--- src/rtl/vault_pkg.sv ---
// Shared vault front-end types: entry FSM states,
// controller status codes and default code width.
package vault_pkg;

  typedef enum logic [2:0] {
    S_IDLE,
    S_COLLECT,
    S_FULL,
    S_SUBMIT,
    S_LOCKED
  } state_t;

  localparam logic [1:0] ST_IDLE    = 2'b00;
  localparam logic [1:0] ST_OPEN    = 2'b01;
  localparam logic [1:0] ST_DENIED  = 2'b10;
  localparam logic [1:0] ST_LOCKOUT = 2'b11;

  localparam int CODE_WIDTH_DEF = 4;

endpackage

--- src/rtl/button_debounce.sv ---
// One raw button: 2-flop sync, debounce counter, press pulse.
// Ports: clk, rst (async high), btn (raw), press (1-cycle pulse).
module button_debounce #(
  parameter int DEBOUNCE_CYCLES = 16
) (
  input  logic clk,
  input  logic rst,
  input  logic btn,
  output logic press
);

  localparam int CW = $clog2(DEBOUNCE_CYCLES);
  localparam logic [CW-1:0] CNT_MAX = CW'(DEBOUNCE_CYCLES - 1);

  logic          s1_q, s2_q;
  logic          lvl_q;
  logic          arm_q;
  logic          press_q;
  logic [CW-1:0] cnt_q;
  logic          rise;

  assign rise  = s2_q & ~lvl_q & (cnt_q == CNT_MAX);
  assign press = press_q;

  // Sync flops reset to "pressed" and presses stay disarmed
  // until a released sample is seen, so a button held
  // through reset never produces a press.
  always_ff @(posedge clk or posedge rst) begin
    if (rst) begin
      s1_q    <= 1'b1;
      s2_q    <= 1'b1;
      lvl_q   <= 1'b0;
      arm_q   <= 1'b0;
      press_q <= 1'b0;
      cnt_q   <= '0;
    end else begin
      s1_q    <= btn;
      s2_q    <= s1_q;
      press_q <= rise & arm_q;
      if (!s2_q) arm_q <= 1'b1;
      if (s2_q == lvl_q) begin
        cnt_q <= '0;
      end else if (cnt_q == CNT_MAX) begin
        lvl_q <= s2_q;
        cnt_q <= '0;
      end else begin
        cnt_q <= cnt_q + 1'b1;
      end
    end
  end

endmodule

--- src/rtl/keypad_code_entry.sv ---
// Keypad front end: debounced 0/1/ENTER/CLEAR into a code, submit
// pulse, entry_error, timeout auto-clear and lockout freeze.
// Ports: clk, rst, btn_zero/one/enter/clear, vault_status[1:0];
// code_out, submit, digit_count[2:0], entry_error, locked.
module keypad_code_entry
  import vault_pkg::*;
#(
  parameter int CODE_WIDTH      = CODE_WIDTH_DEF,
  parameter int DEBOUNCE_CYCLES = 16,
  parameter int TIMEOUT_CYCLES  = 1000
) (
  input  logic                  clk,
  input  logic                  rst,
  input  logic                  btn_zero,
  input  logic                  btn_one,
  input  logic                  btn_enter,
  input  logic                  btn_clear,
  input  logic [1:0]            vault_status,
  output logic [CODE_WIDTH-1:0] code_out,
  output logic                  submit,
  output logic [2:0]            digit_count,
  output logic                  entry_error,
  output logic                  locked
);

  localparam int TW = $clog2(TIMEOUT_CYCLES + 1);
  localparam logic [TW-1:0] TMO_LAST = TW'(TIMEOUT_CYCLES - 1);
  localparam logic [2:0]    CNT_LAST = 3'(CODE_WIDTH - 1);

  logic e_z, e_o, e_ent, e_clr;
  logic dig, both;

  state_t                state_q;
  logic [CODE_WIDTH-1:0] sh_q;
  logic [CODE_WIDTH-1:0] code_q;
  logic [2:0]            cnt_q;
  logic [TW-1:0]         tmo_q;
  logic                  sub_q, err_q, lock_q;

  button_debounce #(.DEBOUNCE_CYCLES(DEBOUNCE_CYCLES)) u_zero (
    .clk(clk), .rst(rst), .btn(btn_zero), .press(e_z));
  button_debounce #(.DEBOUNCE_CYCLES(DEBOUNCE_CYCLES)) u_one (
    .clk(clk), .rst(rst), .btn(btn_one), .press(e_o));
  button_debounce #(.DEBOUNCE_CYCLES(DEBOUNCE_CYCLES)) u_enter (
    .clk(clk), .rst(rst), .btn(btn_enter), .press(e_ent));
  button_debounce #(.DEBOUNCE_CYCLES(DEBOUNCE_CYCLES)) u_clear (
    .clk(clk), .rst(rst), .btn(btn_clear), .press(e_clr));

  assign dig  = e_z ^ e_o;
  assign both = e_z & e_o;

  assign code_out    = code_q;
  assign submit      = sub_q;
  assign digit_count = cnt_q;
  assign entry_error = err_q;
  assign locked      = lock_q;

  always_ff @(posedge clk or posedge rst) begin
    if (rst) begin
      state_q <= S_IDLE;
      sh_q    <= '0;
      code_q  <= '0;
      cnt_q   <= '0;
      tmo_q   <= '0;
      sub_q   <= 1'b0;
      err_q   <= 1'b0;
      lock_q  <= 1'b0;
    end else begin
      sub_q <= 1'b0;
      err_q <= 1'b0;
      if (vault_status == ST_LOCKOUT) begin
        // Overrides any same-cycle event; a submit already
        // on the output completes this cycle.
        state_q <= S_LOCKED;
        lock_q  <= 1'b1;
        sh_q    <= '0;
        cnt_q   <= '0;
        tmo_q   <= '0;
      end else begin
        unique case (state_q)
          S_IDLE: begin
            tmo_q <= '0;
            if (e_clr) begin
              state_q <= S_IDLE;
            end else if (e_ent || both) begin
              err_q <= 1'b1;
            end else if (dig) begin
              sh_q    <= {sh_q[CODE_WIDTH-2:0], e_o};
              cnt_q   <= 3'd1;
              state_q <= S_COLLECT;
            end
          end
          S_COLLECT, S_FULL: begin
            if (e_clr) begin
              sh_q    <= '0;
              cnt_q   <= '0;
              tmo_q   <= '0;
              state_q <= S_IDLE;
            end else if (e_ent) begin
              tmo_q <= '0;
              if (state_q == S_FULL) begin
                sub_q   <= 1'b1;
                code_q  <= sh_q;
                state_q <= S_SUBMIT;
              end else begin
                err_q   <= 1'b1;
                sh_q    <= '0;
                cnt_q   <= '0;
                state_q <= S_IDLE;
              end
            end else if (both || (dig && state_q == S_FULL)) begin
              err_q <= 1'b1;
              tmo_q <= '0;
            end else if (dig) begin
              sh_q  <= {sh_q[CODE_WIDTH-2:0], e_o};
              cnt_q <= cnt_q + 3'd1;
              tmo_q <= '0;
              if (cnt_q == CNT_LAST) state_q <= S_FULL;
            end else if (tmo_q == TMO_LAST) begin
              err_q   <= 1'b1;
              sh_q    <= '0;
              cnt_q   <= '0;
              tmo_q   <= '0;
              state_q <= S_IDLE;
            end else begin
              tmo_q <= tmo_q + 1'b1;
            end
          end
          S_SUBMIT: begin
            sh_q    <= '0;
            cnt_q   <= '0;
            tmo_q   <= '0;
            state_q <= S_IDLE;
          end
          S_LOCKED: begin
            lock_q <= 1'b1;
            sh_q   <= '0;
            cnt_q  <= '0;
            tmo_q  <= '0;
          end
          default: state_q <= S_IDLE;
        endcase
      end
    end
  end

endmodule

--- config.mk ---
export PLATFORM = sky130hd
export DESIGN_NAME = keypad_code_entry
export DESIGN_NICKNAME = d
export VERILOG_FILES = /design/src/rtl/vault_pkg.sv /design/src/rtl/button_debounce.sv /design/src/rtl/keypad_code_entry.sv
export SDC_FILE = /design/constraint.sdc
export NUM_CORES = 1
export LEC_CHECK = 0
export CAP_MARGIN = 10
export CORE_MARGIN = 3
export CORE_UTILIZATION = 53
export CTS_CLUSTER_DIAMETER = 150
export CTS_CLUSTER_SIZE = 8
export DETAILED_ROUTE_END_ITERATION = 10
export GPL_ROUTABILITY_DRIVEN = 0
export PLACE_DENSITY = 0.75
export SLEW_MARGIN = 20
export SYNTH_ARGS = -nofsm -noshare
export SYNTH_HDL_FRONTEND = slang
export SYNTH_HIERARCHICAL = 1
export SYNTH_SLANG_ARGS = --single-unit
--- constraint.sdc ---
create_clock -name clk -period 2 [get_ports clk]
set_clock_uncertainty 0.2 [all_clocks]
set_input_delay 0.3 -clock clk [delete_from_list [all_inputs] [get_ports clk]]
set_output_delay 0.3 -clock clk [all_outputs]
set_load 0.01 [all_outputs]
# Word level (Yosys, flattened, before mapping)
# Cells that the tools add are included.
# word_totals
ff_bits,63
input_bits,8
out_inout_bits,10
word_cells,167
# op_classes
add_sub_neg,6
n_eq_ne,25
muxes,63
bitwise_logic,24
reduce_logical,17
# op_table
operator,count
$mux 4,18
$mux 10,6
$mux 3,17
$pmux 10 s2,1
$pmux 3 s3,2
$add 4x1->4 const B,4
$eq 4x4->1 const B,4
$mux 1,16
$and 1x1->1,13
$ne 6x4->1 const B,2
$pmux 4 s3,1
$add 10x1->10 const B,1
$eq 10x10->1 const B,1
$not 1->1,10
$eq 3x2->1 const B,3
$ne 3x3->1 const B,3
$ne 4x3->1 const B,2
$reduce_and 2->1,4
$reduce_and 7->1,1
$reduce_and 6->1,1
$ne 5x3->1 const B,1
$ne 5x4->1 const B,1
$reduce_and 5->1,1
$eq 1x1->1,4
16 further kinds,18

# Longest topological paths before layout
# Gate-level depths: netlist of run 1.
# depth
word_depth,8
mapped_depth,6
depth_no_buf,6

# Modules after synthesis
# Netlist of run 1, hierarchy kept.
# modules_own_cells
mod,n_inst,cells_each,area_each_um2,seq_area_each_um2
keypad_code_entry,1,166,1654.1,675.6
button_debounce,4,27,364.1,227.7

# Worst setup path before layout of run 1
# No wires, ideal clock.
# synth_timing
path_type,register to register
startpoint,"register u_one.press_q, in the netlist u_one/press"
endpoint,register tmo_q[3]
setup_time_ns,0.101
t_arrival_ns,1.902
required_ns,1.699
setup_slack_ns,-0.203
path_stages_with_launch,6
n_path_buf,0
synth_period_minus_slack_ns,2.203
path_cell_list,dfrtp_1 -> ha_1 -> or4b_4 -> a2111oi_4 -> nand2_2 -> o311ai_2
# synth_between
elab_chain_len,8
elab_cells_between_ends,10
cone_classes,mux (6); bitwise (2); reduce/logical (2)
# synth_lines
element,line_no,text
start: declaration,button_debounce.sv:18,logic press_q;
start signal: assignment,button_debounce.sv:39,press_q <= rise & arm_q;
$xor 1x1->1,keypad_code_entry.sv:49,assign dig = e_z ^ e_o;
$logic_and 1x1->1,keypad_code_entry.sv:111,end else if (both || (dig && state_q == S_FULL)) begin
$logic_or 1x1->1,keypad_code_entry.sv:111,
$mux 10 (*),keypad_code_entry.sv:111,
$mux 10 (*),keypad_code_entry.sv:99,end else if (e_ent) begin
$mux 10 (*),keypad_code_entry.sv:94,if (e_clr) begin
$pmux 10 s2 (*),keypad_code_entry.sv:80,unique case (state_q)
$mux 10 (*),keypad_code_entry.sv:71,if (vault_status == ST_LOCKOUT) begin
end signal: assignment,keypad_code_entry.sv:126,tmo_q <= tmo_q + 1'b1;
end: declaration,keypad_code_entry.sv:37,logic [TW-1:0] tmo_q;
# Every way passes the cells marked *; elsewhere a longest branch is shown, timed or not.
# A chain may end at the register's enable or synchronous reset.

# Worst setup path in the final report of run 1
# layout_timing
startpoint,"register u_one.press_q, in the netlist u_one/press"
endpoint,register tmo_q[5]
# The elaborated chain is that of the path after synthesis.

==> results.sh, run 1 <==
export IMPL_grt_max_degree=28
export IMPL_period_share_pct=111
export IMPL_yosysWarnings=6
export IMPL_slew_violations=0
export IMPL_power_frac_clock_pct=51.4
export IMPL_grt_pass1_wl_um=11300
export IMPL_grt_pass1_vias=2436
export IMPL_synth_area_leader_cell="dfrtp_1"
export IMPL_p_int_mw=2.38
export IMPL_setup_ws_ns=-0.223
export IMPL_cts_sinks=63
export IMPL_r2r_start="u_one/press$_DFF_PP0_"
export IMPL_syn_instance_count=274
export IMPL_maxClockFrequency_ghz=0.450
export IMPL_cp_required_ns=2.06
export IMPL_crit_chain="ha_4 > or4b_4 > a31oi_4 > buf_6 > a41oi_2 > o22ai_2"
export IMPL_power_mw=2.95
export IMPL_drt_initial_drc_count=144
export IMPL_syn_avg_cell_area_um2=11.4
export IMPL_drt_pass1_iter_count=4
export IMPL_cts_root_buffer="clkbuf_8"
export IMPL_ctsHoldBuffers=0
export IMPL_antenna_cells=0
export IMPL_area_growth_syn_to_layout_pct=30.8
export IMPL_pin_count=18
export IMPL_whs_ns=0.156
export IMPL_arrival_ns=2.28
export IMPL_ant_nets=0
export IMPL_finalHoldViolCount=0
export IMPL_numCtsBuffers=9
export IMPL_cp_startpoint="u_one/press$_DFF_PP0_"
export IMPL_design_area_mm2=0.00407
export IMPL_maxCapViolCount=0
export IMPL_synth_top_area_share_pct=44.2
export IMPL_max_stage_delay_ns=0.51
export IMPL_overflow=0
export IMPL_hold_path_class="primary input to async pin"
export IMPL_synth_seq_area_share_pct=51.0
export IMPL_die_w_um=82.6
export IMPL_switchingPower_uw=577
export IMPL_power_density_mw_per_mm2=726
export IMPL_port_buffers=17
export IMPL_power_frac_seq_pct=45.1
export IMPL_die_h_um=82.6
export IMPL_core_mm2=0.00561
export IMPL_wire_per_inst_um=16.3
export IMPL_drc=0
export IMPL_via_count=2357
export IMPL_num_rows=27
export IMPL_power_leakage_nw=1.73
export IMPL_critPathLaunchType="register"
export IMPL_drive_gt1_share_pct=34.8
export IMPL_cp_max_fo=5
export IMPL_p_comb_share_pct=3.5
export IMPL_pre_cts_ws_ns=-0.271
export IMPL_critPathKind="register to register"
export IMPL_detail_route_vias_per_cell=5.73
export IMPL_synth_enable_flop_cells=0
export IMPL_ys_ff_latch=63
export IMPL_timing_slew_headroom_pct=48.1
export IMPL_synth_nets=295
export IMPL_syn_area_mm2=0.00311
export IMPL_setup_tns_final_ns=-2.92
export IMPL_htreeDepth=3
export IMPL_nets=355
export IMPL_ys_top_cells_by_area="dfrtp_1 (44%), dfstp_2 (6.8%), ha_1 (5.2%)"
export IMPL_ir_worst_vdd_mv=0.562
export IMPL_synth_cell_type_count=52
export IMPL_start_util_pct=55.5
export IMPL_rsz0062_at_grt="yes"
export IMPL_crit_slowest_cell="or4b_4"
export IMPL_endpoint_kind="register"
export IMPL_synth_async_reset_ratio_pct=100
export IMPL_cts_tree="built"
export IMPL_cts_buffer_depth=2
export IMPL_routed_wl_um=6700
export IMPL_grt_antenna_before_repair=0
export IMPL_tightest_slew_ns=0.775
export IMPL_grt_usage_pct=22.1
export IMPL_synthFlopType="dfrtp_1"
export IMPL_period_minus_slack_ns=2.22
export IMPL_finalSetupViolCount=20
export IMPL_clkTransAtPathRegs_ns=0.07
export IMPL_post_dp_cell_area_mm2=0.00364
export IMPL_netSwitchingFraction_pct=19.5
export IMPL_clkLatencyLatePin_ns=0.34
export IMPL_status="finished with violations"
export IMPL_violations="setup timing"
export IMPL_dp_hpwl_um=4520
export IMPL_fp_dieArea_mm2=0.00682
## flip-flops by register name, indices dropped and copies added, names as in the netlist, 3 cells and up
name,count
code_out,4
digit_count,3
sh_q,4
state_q,3
tmo_q,10
u_clear/cnt_q,4
u_enter/cnt_q,4
u_one/cnt_q,4
u_zero/cnt_q,4
## power groups by stage
stage	registers (mW)	logic, mW	clock network [mW]
after floorplan	1.35	0.0662	0
after global placement	1.35	0.100	0
after detailed placement	1.36	0.104	0
after CTS	1.33	0.107	1.55
after global routing	1.34	0.121	1.61
final	1.33	0.104	1.52
## cell usage in the layout, fill, tap and decap left out, types with 9 or more instances in the layout
cell | netlist | routed
inv_1 | 26 | 25
a21oi_1 | 12 | 12
dfrtp_1 | 55 | 55
ha_1 | 13 | 11
nand2_1 | 15 | 15
buf_4 | 0 | 34
mux2_2 | 12 | 12
clkbuf_8 | 0 | 11
nor2_1 | 14 | 14
clkdlybuf4s50_1 | 0 | 17
nor3_1 | 10 | 9
## cells by family after synthesis
family,synth area share (%)
adders and majority gates,5.23
buffers and inverters,4.14
muxes,6.92
xor gates and xnor gates,1.41
DFF,51.0
and+or+nand+nor,18.5
AOI/OAI and AO/OA,12.8
## path summary, 6_finish.rpt
path	end	slack, ns	depth (start not counted)
max reg2reg	tmo_q[5]$_DFFE_PP0P_	-0.22	6
max in group asynchronous	code_out[0]$_DFFE_PP0P_	1.04	3
min reg2reg	u_enter/s2_q$_DFF_PP1_	0.16	0
max	tmo_q[5]$_DFFE_PP0P_	-0.22	6
min	u_enter/press$_DFF_PP0_	0.16	2
min in group clk	u_enter/s2_q$_DFF_PP1_	0.16	0
## through the flow
stage | cells | utilization, %
3_3_place_gp | 393 | 64.9
3_5_place_dp | 393 | 64.9
4_1_cts | 410 | 71.7
5_1_grt | 411 | 72.6
6_report | 411 | 72.6
2_1_floorplan | 274 | -
## metal layers
metal / global-route usage (%) / up-vias / routed length [um]
met3: 5.64 / 9 / 266
li1: - / 1105 / -
met1: 27.9 / 1191 / 3000
met5: 0 / - / 0
met2: 36.6 / 52 / 3360
met4: 8.50 / 0 / 69
## cells in the mapped netlist (2+ instances only)
| library cell | instances |
|---|---|
| o311ai_2 | 2 |
| dfstp_2 | 8 |
| a41oi_1 | 3 |
| inv_1 | 26 |
| xnor2_1 | 4 |
| nand2b_1 | 6 |
| o21ai_0 | 12 |
| and3_1 | 4 |
| ha_1 | 13 |
| nand4_1 | 6 |
| and3_4 | 4 |
| mux2i_1 | 2 |
| a21boi_0 | 4 |
| mux2_4 | 4 |
| nand4b_1 | 5 |
| a21oi_1 | 12 |
| nand3_1 | 8 |
| buf_2 | 4 |
| or2_2 | 2 |
| mux2_2 | 12 |
| o2111ai_1 | 2 |
| nor2b_1 | 4 |
| nor2_1 | 14 |
| nand2_1 | 15 |
| nor3b_1 | 2 |
| nor3_1 | 10 |
| dfrtp_1 | 55 |
| o22ai_1 | 3 |
| nor2b_4 | 4 |
| or4_1 | 2 |
## repair_timing
| item | CTS | global route |
|---|---|---|
| endpoints found under the setup margin | 19 | 20 |
| gates cloned | 0 | 0 |
| buffers inserted | 1 | 1 |
| pin swaps | 9 | 5 |
| resized for setup | 21 | 8 |
## final cells by class
class                      count  area (um2)
clock buffer                  11         151
clock inverter                 5         128
fill                         394        1540
inverter                      26        97.6
multi-input combinational    180        1560
sequential                    63        1590
tap                           72        90.1
timing repair buffer          54         459
## worst max-delay path, delay by kind of cell, from the launching register on
kind	cells	cell delay (ns)
flip-flops	1	0.43
AND/OR/NAND/NOR	1	0.51
adder cells (fa/ha/maj)	1	0.31
buffers and inverters	1	0.15
AO/OA/AOI/OAI	3	0.55
Note: power is estimated with default switching activity, not from simulation.
==> inputs of run 2 (changes only) <==
SKIP_LAST_GASP = 1   (was default)
==> run 2 against run 1 <==
Effect of this change: largest power group unchanged; via count is 0.25% lower; count of clock-buffer cells in the layout is the same; maximum frequency is 0.25% lower; hold slack is the same; combinational power about the same; sequential share of layout area shrank 0.32 points; the flow still finishes with violations (setup timing); power is essentially flat.
==> results.sh, run 2 (synthesis results as in run 1) <==
export IMPL_num_rows=27
export IMPL_die_h_um=82.6
export IMPL_r2r_start="u_one/press$_DFF_PP0_"
export IMPL_grt_usage_pct=22.2
export IMPL_cts_tree="built"
export IMPL_ir_worst_vdd_mv=0.562
export IMPL_drt_pass1_iter_count=4
export IMPL_antenna_cells=0
export IMPL_cts_sinks=63
export IMPL_cts_buffer_depth=2
export IMPL_cp_startpoint="u_one/press$_DFF_PP0_"
export IMPL_regMostFlops="tmo_q"
export IMPL_wl_met2_um=3410
export IMPL_pin_count=18
export IMPL_overflow=0
export IMPL_p_int_mw=2.38
export IMPL_hold_path_class="primary input to async pin"
export IMPL_pre_cts_ws_ns=-0.271
export IMPL_htreeDepth=3
export IMPL_instances_no_fill=413
export IMPL_setup_tns_final_ns=-2.95
export IMPL_cp_required_ns=2.04
export IMPL_grt_max_degree=28
export IMPL_setup_ws_ns=-0.229
export IMPL_wl_met1_um=2950
export IMPL_p_comb_share_pct=3.5
export IMPL_layout_commonest_cell="dfrtp_1"
export IMPL_critPathLaunchType="register"
export IMPL_drt_initial_drc_count=129
export IMPL_cp_max_fo=5
export IMPL_grt_antenna_before_repair=0
export IMPL_routed_wl_um=6770
export IMPL_finalSetupViolCount=19
export IMPL_fp_dieArea_mm2=0.00682
export IMPL_dp_hpwl_um=4520
export IMPL_area_growth_syn_to_layout_pct=31.9
export IMPL_nets=357
export IMPL_wire_per_inst_um=16.4
export IMPL_drc=0
export IMPL_largest_reg_flops=10
export IMPL_clkLatencyLatePin_ns=0.34
export IMPL_finalHoldViolCount=0
export IMPL_endpoint_kind="register"
export IMPL_reg2reg_depth=5
export IMPL_period_minus_slack_ns=2.23
export IMPL_detail_route_vias_per_cell=5.69
export IMPL_power_frac_clock_pct=51.3
export IMPL_critPathKind="register to register"
export IMPL_port_buffers=17
export IMPL_switchingPower_uw=576
export IMPL_mostFrequentLayoutCells="dfrtp_1 (55), buf_4 (36), inv_1 (25), clkdlybuf4s50_1 (17), nand2_1 (15)"
export IMPL_netSwitchingFraction_pct=19.5
export IMPL_die_w_um=82.6
export IMPL_grt_pass1_wl_um=11300
export IMPL_arrival_ns=2.27
export IMPL_r2r_setup_slack_ns=-0.23
export IMPL_via_count=2351
export IMPL_rsz0062_at_grt="yes"
export IMPL_clkTransAtPathRegs_ns=0.07
export IMPL_core_mm2=0.00561
export IMPL_numCtsBuffers=9
export IMPL_tightest_slew_ns=0.767
export IMPL_power_frac_seq_pct=45.1
export IMPL_ant_nets=0
export IMPL_ctsHoldBuffers=0
export IMPL_cts_root_buffer="clkbuf_8"
export IMPL_grt_pass1_vias=2428
export IMPL_reg2reg_to="tmo_q[3]$_DFFE_PP0P_"
export IMPL_maxClockFrequency_ghz=0.449
export IMPL_violations="setup timing"
export IMPL_wl_met3_um=329
export IMPL_power_density_mw_per_mm2=720
export IMPL_dp_cells=393
export IMPL_drive_gt1_share_pct=35.8
export IMPL_maxUsedRoutingLayer="met4"
export IMPL_power_leakage_nw=1.73
export IMPL_timing_slew_headroom_pct=48.7
export IMPL_maxCapViolCount=0
export IMPL_period_share_pct=111
export IMPL_slew_violations=0
export IMPL_status="finished with violations"
export IMPL_start_util_pct=55.5
run 2: worst max-delay path by stage:
| stage | end | slack, ns | cells after the start |
|---|---|---|---|
| finish | tmo_q[3]$_DFFE_PP0P_ | -0.23 | 5 |
| global route | tmo_q[9]$_DFFE_PP0P_ | -0.31 | 6 |
| CTS | tmo_q[3]$_DFFE_PP0P_ | -0.21 | 5 |
| detailed placement | state_q[0]$_DFFE_PP0P_ | -0.27 | 6 |
| global placement | sh_q[1]$_DFFE_PP0P_ | -0.25 | 5 |
| floorplan | tmo_q[3]$_DFFE_PP0P_ | -0.14 | 5 |
run 2: worst max-delay path: stages, from the launching register on:
cell and delay [ns]:
dfrtp_1 0.43, ha_4 0.31, or4b_4 0.51, a2111oi_4 0.25, nand2_2 0.15, o311ai_2 0.28
run 2: cell type report:
type / count / area (um2)
Clock buffer: 11 / 151
Clock inverter: 5 / 128
Fill cell: 389 / 1510
Inverter: 26 / 97.6
Multi-Input combinational cell: 180 / 1580
Sequential cell: 63 / 1590
Tap cell: 72 / 90.1
Timing Repair Buffer: 56 / 474
run 2: layer usage:
layer | global-route usage (%) | vias up
li1 | - | 1109
met1 | 28.2 | 1170
met2 | 36.6 | 63
met3 | 5.42 | 9
met4 | 8.17 | 0
met5 | 0 | -
run 2: power by group through the flow:
stage / sequential (mW) / combinational [mW] / clock, mW
4_1_cts: 1.33 / 0.107 / 1.55
5_1_grt: 1.34 / 0.121 / 1.61
3_5_place_dp: 1.36 / 0.104 / 0
2_1_floorplan: 1.35 / 0.0662 / 0
6_report: 1.33 / 0.104 / 1.52
3_3_place_gp: 1.35 / 0.100 / 0
run 2: timing repair:
action	4_1_cts	5_1_grt
pin swaps	9	7
setup endpoints to repair	19	20
resized for setup	20	13
buffers inserted	1	3
run 2: through the flow:
| step | power (mW) | util [%] | hold WS, ns | area, um2 |
|---|---|---|---|---|
| floorplan | 1.42 | - | -0.0735 | 3150 |
| global placement | 1.45 | 64.9 | 0.146 | 3640 |
| detailed placement | 1.46 | 64.9 | 0.148 | 3640 |
| CTS | 2.99 | 71.5 | 0.155 | 4010 |
| global route | 3.07 | 73.2 | 0.164 | 4100 |
| finish | 2.95 | 73.2 | 0.156 | 4100 |
==> inputs of run 3 (changes only) <==
RECOVER_POWER = 100   (was default)
SLEW_MARGIN = 30   (was 20)
==> run 3 against run 2 <==
Effect of this change: worst setup slack worse by 0.0024 ns; utilization down 0.91 points; clock power about the same; die area unchanged; the run still ends with setup timing left; combinational power down 5%; maximum frequency down 0.11%; first-iteration DRC count up 9.3%; sequential share of layout area up 0.49 points; highest routed layer unchanged; wire length up 0.16%; cell area down 1.3%; non-clock buffer count unchanged.
==> results.sh, run 3 (synthesis results as in run 1) <==
export IMPL_area_growth_syn_to_layout_pct=30.2
export IMPL_antenna_cells=0
export IMPL_mostFrequentLayoutCells="dfrtp_1 (55), buf_4 (34), inv_1 (25), nand2_1 (15), dlygate4sd3_1 (15)"
export IMPL_htreeDepth=3
export IMPL_fp_dieArea_mm2=0.00682
export IMPL_clkTransAtPathRegs_ns=0.07
export IMPL_maxCapViolCount=0
export IMPL_largest_reg_flops=10
export IMPL_numCtsBuffers=9
export IMPL_max_stage_delay_ns=0.51
export IMPL_port_buffers=17
export IMPL_cts_buffer_depth=2
export IMPL_rsz0062_at_grt="yes"
export IMPL_cp_max_fo=5
export IMPL_critPathLaunchType="register"
export IMPL_postLayoutCoreUtil_pct=72.2
export IMPL_regMostFlops="tmo_q"
export IMPL_die_w_um=82.6
export IMPL_clkLatencyLatePin_ns=0.34
export IMPL_grt_pass1_wl_um=11300
export IMPL_endpoint_kind="register"
export IMPL_period_minus_slack_ns=2.23
export IMPL_violations="setup timing"
export IMPL_pin_count=18
export IMPL_die_h_um=82.6
export IMPL_dp_hpwl_um=4520
export IMPL_cts_sinks=63
export IMPL_period_share_pct=112
export IMPL_drive_gt1_share_pct=32.0
export IMPL_grt_antenna_before_repair=0
export IMPL_drt_pass1_iter_count=4
export IMPL_arrival_ns=2.27
export IMPL_start_util_pct=55.5
export IMPL_ctsHoldBuffers=0
export IMPL_num_rows=27
export IMPL_hold_path_class="register to register"
export IMPL_routed_wl_um=6780
export IMPL_power_leakage_nw=1.77
export IMPL_crit_slowest_cell="or4b_4"
export IMPL_status="finished with violations"
export IMPL_layout_commonest_cell="dfrtp_1"
export IMPL_grt_pass1_vias=2428
export IMPL_drc=0
export IMPL_cp_required_ns=2.04
export IMPL_core_mm2=0.00561
export IMPL_power_density_mw_per_mm2=727
export IMPL_regArea_mm2=0.00159
export IMPL_setup_ws_ns=-0.231
export IMPL_finalSetupViolCount=19
export IMPL_grt_usage_pct=22.2
export IMPL_wire_per_inst_um=16.4
export IMPL_slew_violations=0
export IMPL_maxClockFrequency_ghz=0.448
export IMPL_finalHoldViolCount=0
export IMPL_cts_tree="built"
export IMPL_instances_no_fill=413
export IMPL_detail_route_vias_per_cell=5.69
export IMPL_drt_initial_drc_count=141
export IMPL_nets=357
export IMPL_overflow=0
export IMPL_via_count=2351
export IMPL_crit_chain="ha_4 > or4b_4 > a2111oi_4 > nand2_2 > o311ai_2"
export IMPL_power_mw=2.94
export IMPL_ir_worst_vdd_mv=0.562
export IMPL_multi_input_area_mm2=0.00153
export IMPL_nFillCells=402
export IMPL_cts_root_buffer="clkbuf_8"
export IMPL_timing_slew_headroom_pct=48.7
export IMPL_ant_nets=0
export IMPL_dp_cells=393
export IMPL_whs_ns=0.162
export IMPL_critPathKind="register to register"
export IMPL_tightest_slew_ns=0.766
export IMPL_grt_max_degree=28
==> run 3: cell types whose count changed in the layout (fill, tap and decap cells not counted), moves of 2 or more <==
cell             change
nor2b_1              +3
clkdlybuf4s50_1     -15
dfstp_2              -4
and3_1               +4
and3_4               -4
clkbuf_2             +2
dfstp_1              +4
dlygate4sd3_1       +15
buf_4                -2
nor2b_4              -3
==> run 3: final cells by class <==
| cell class | instances | area share [%] |
|---|---|---|
| clock inverter | 5 | 3.15 |
| timing repair buffer | 56 | 11.6 |
| sequential | 63 | 39.2 |
| clock buffer | 11 | 3.74 |
| inverter | 26 | 2.41 |
| tap | 72 | 2.22 |
| multi-input combinational | 180 | 37.7 |
==> run 3: power by group <==
group | total [mW] | internal [mW] | switching (mW) | leakage (nW)
Combinational | 0.0989 | 0.0426 | 0.0563 | 0.829
Clock | 1.52 | 1.02 | 0.493 | 0.136
Sequential | 1.33 | 1.31 | 0.0240 | 0.809
==> run 3: worst paths after layout <==
path	from	endpoint	slack, ns	cells after the start
setup / recovery	u_one/press$_DFF_PP0_	tmo_q[3]$_DFFE_PP0P_	-0.23	5
hold / removal	u_enter/s1_q$_DFF_PP1_	u_enter/s2_q$_DFF_PP1_	0.16	0
setup reg to reg	u_one/press$_DFF_PP0_	tmo_q[3]$_DFFE_PP0P_	-0.23	5
hold reg to reg	u_enter/s1_q$_DFF_PP1_	u_enter/s2_q$_DFF_PP1_	0.16	0
max in group asynchronous	rst	code_out[1]$_DFFE_PP0P_	0.60	3
min in group asynchronous	rst	u_clear/press$_DFF_PP0_	0.26	2
==> run 3: metal layers <==
metal / vias to the layer above / global-route usage (%) / wire length (um)
met3: 9 / 5.42 / 330
met1: 1169 / 28.2 / 2980
met2: 65 / 36.6 / 3380
li1: 1108 / - / -
met4: 0 / 8.17 / 85
met5: - / 0 / 0
==> run 3: worst max-delay path, delay by kind of cell (launching register included) <==
| kind | cells | cell delay (ns) |
|---|---|---|
| AO/OA/AOI/OAI | 2 | 0.53 |
| adder cells (fa/ha/maj) | 1 | 0.32 |
| flip-flops | 1 | 0.43 |
| AND/OR/NAND/NOR | 2 | 0.66 |
==> run 3: metrics by stage <==
stage	setup TNS, ns	setup WS (ns)	cell area (um2)
after floorplan	-0.258	-0.139	3150
after global placement	-3.23	-0.251	3640
after detailed placement	-3.79	-0.271	3640
after CTS	-2.57	-0.215	4010
after global routing	-4.45	-0.314	4050
final	-2.98	-0.231	4050
==> run 3: what timing repair did <==
item,in CTS,in global routing
gates resized for setup,20,13
setup buffers,1,3
pin swaps,9,7
setup endpoints to repair,19,20
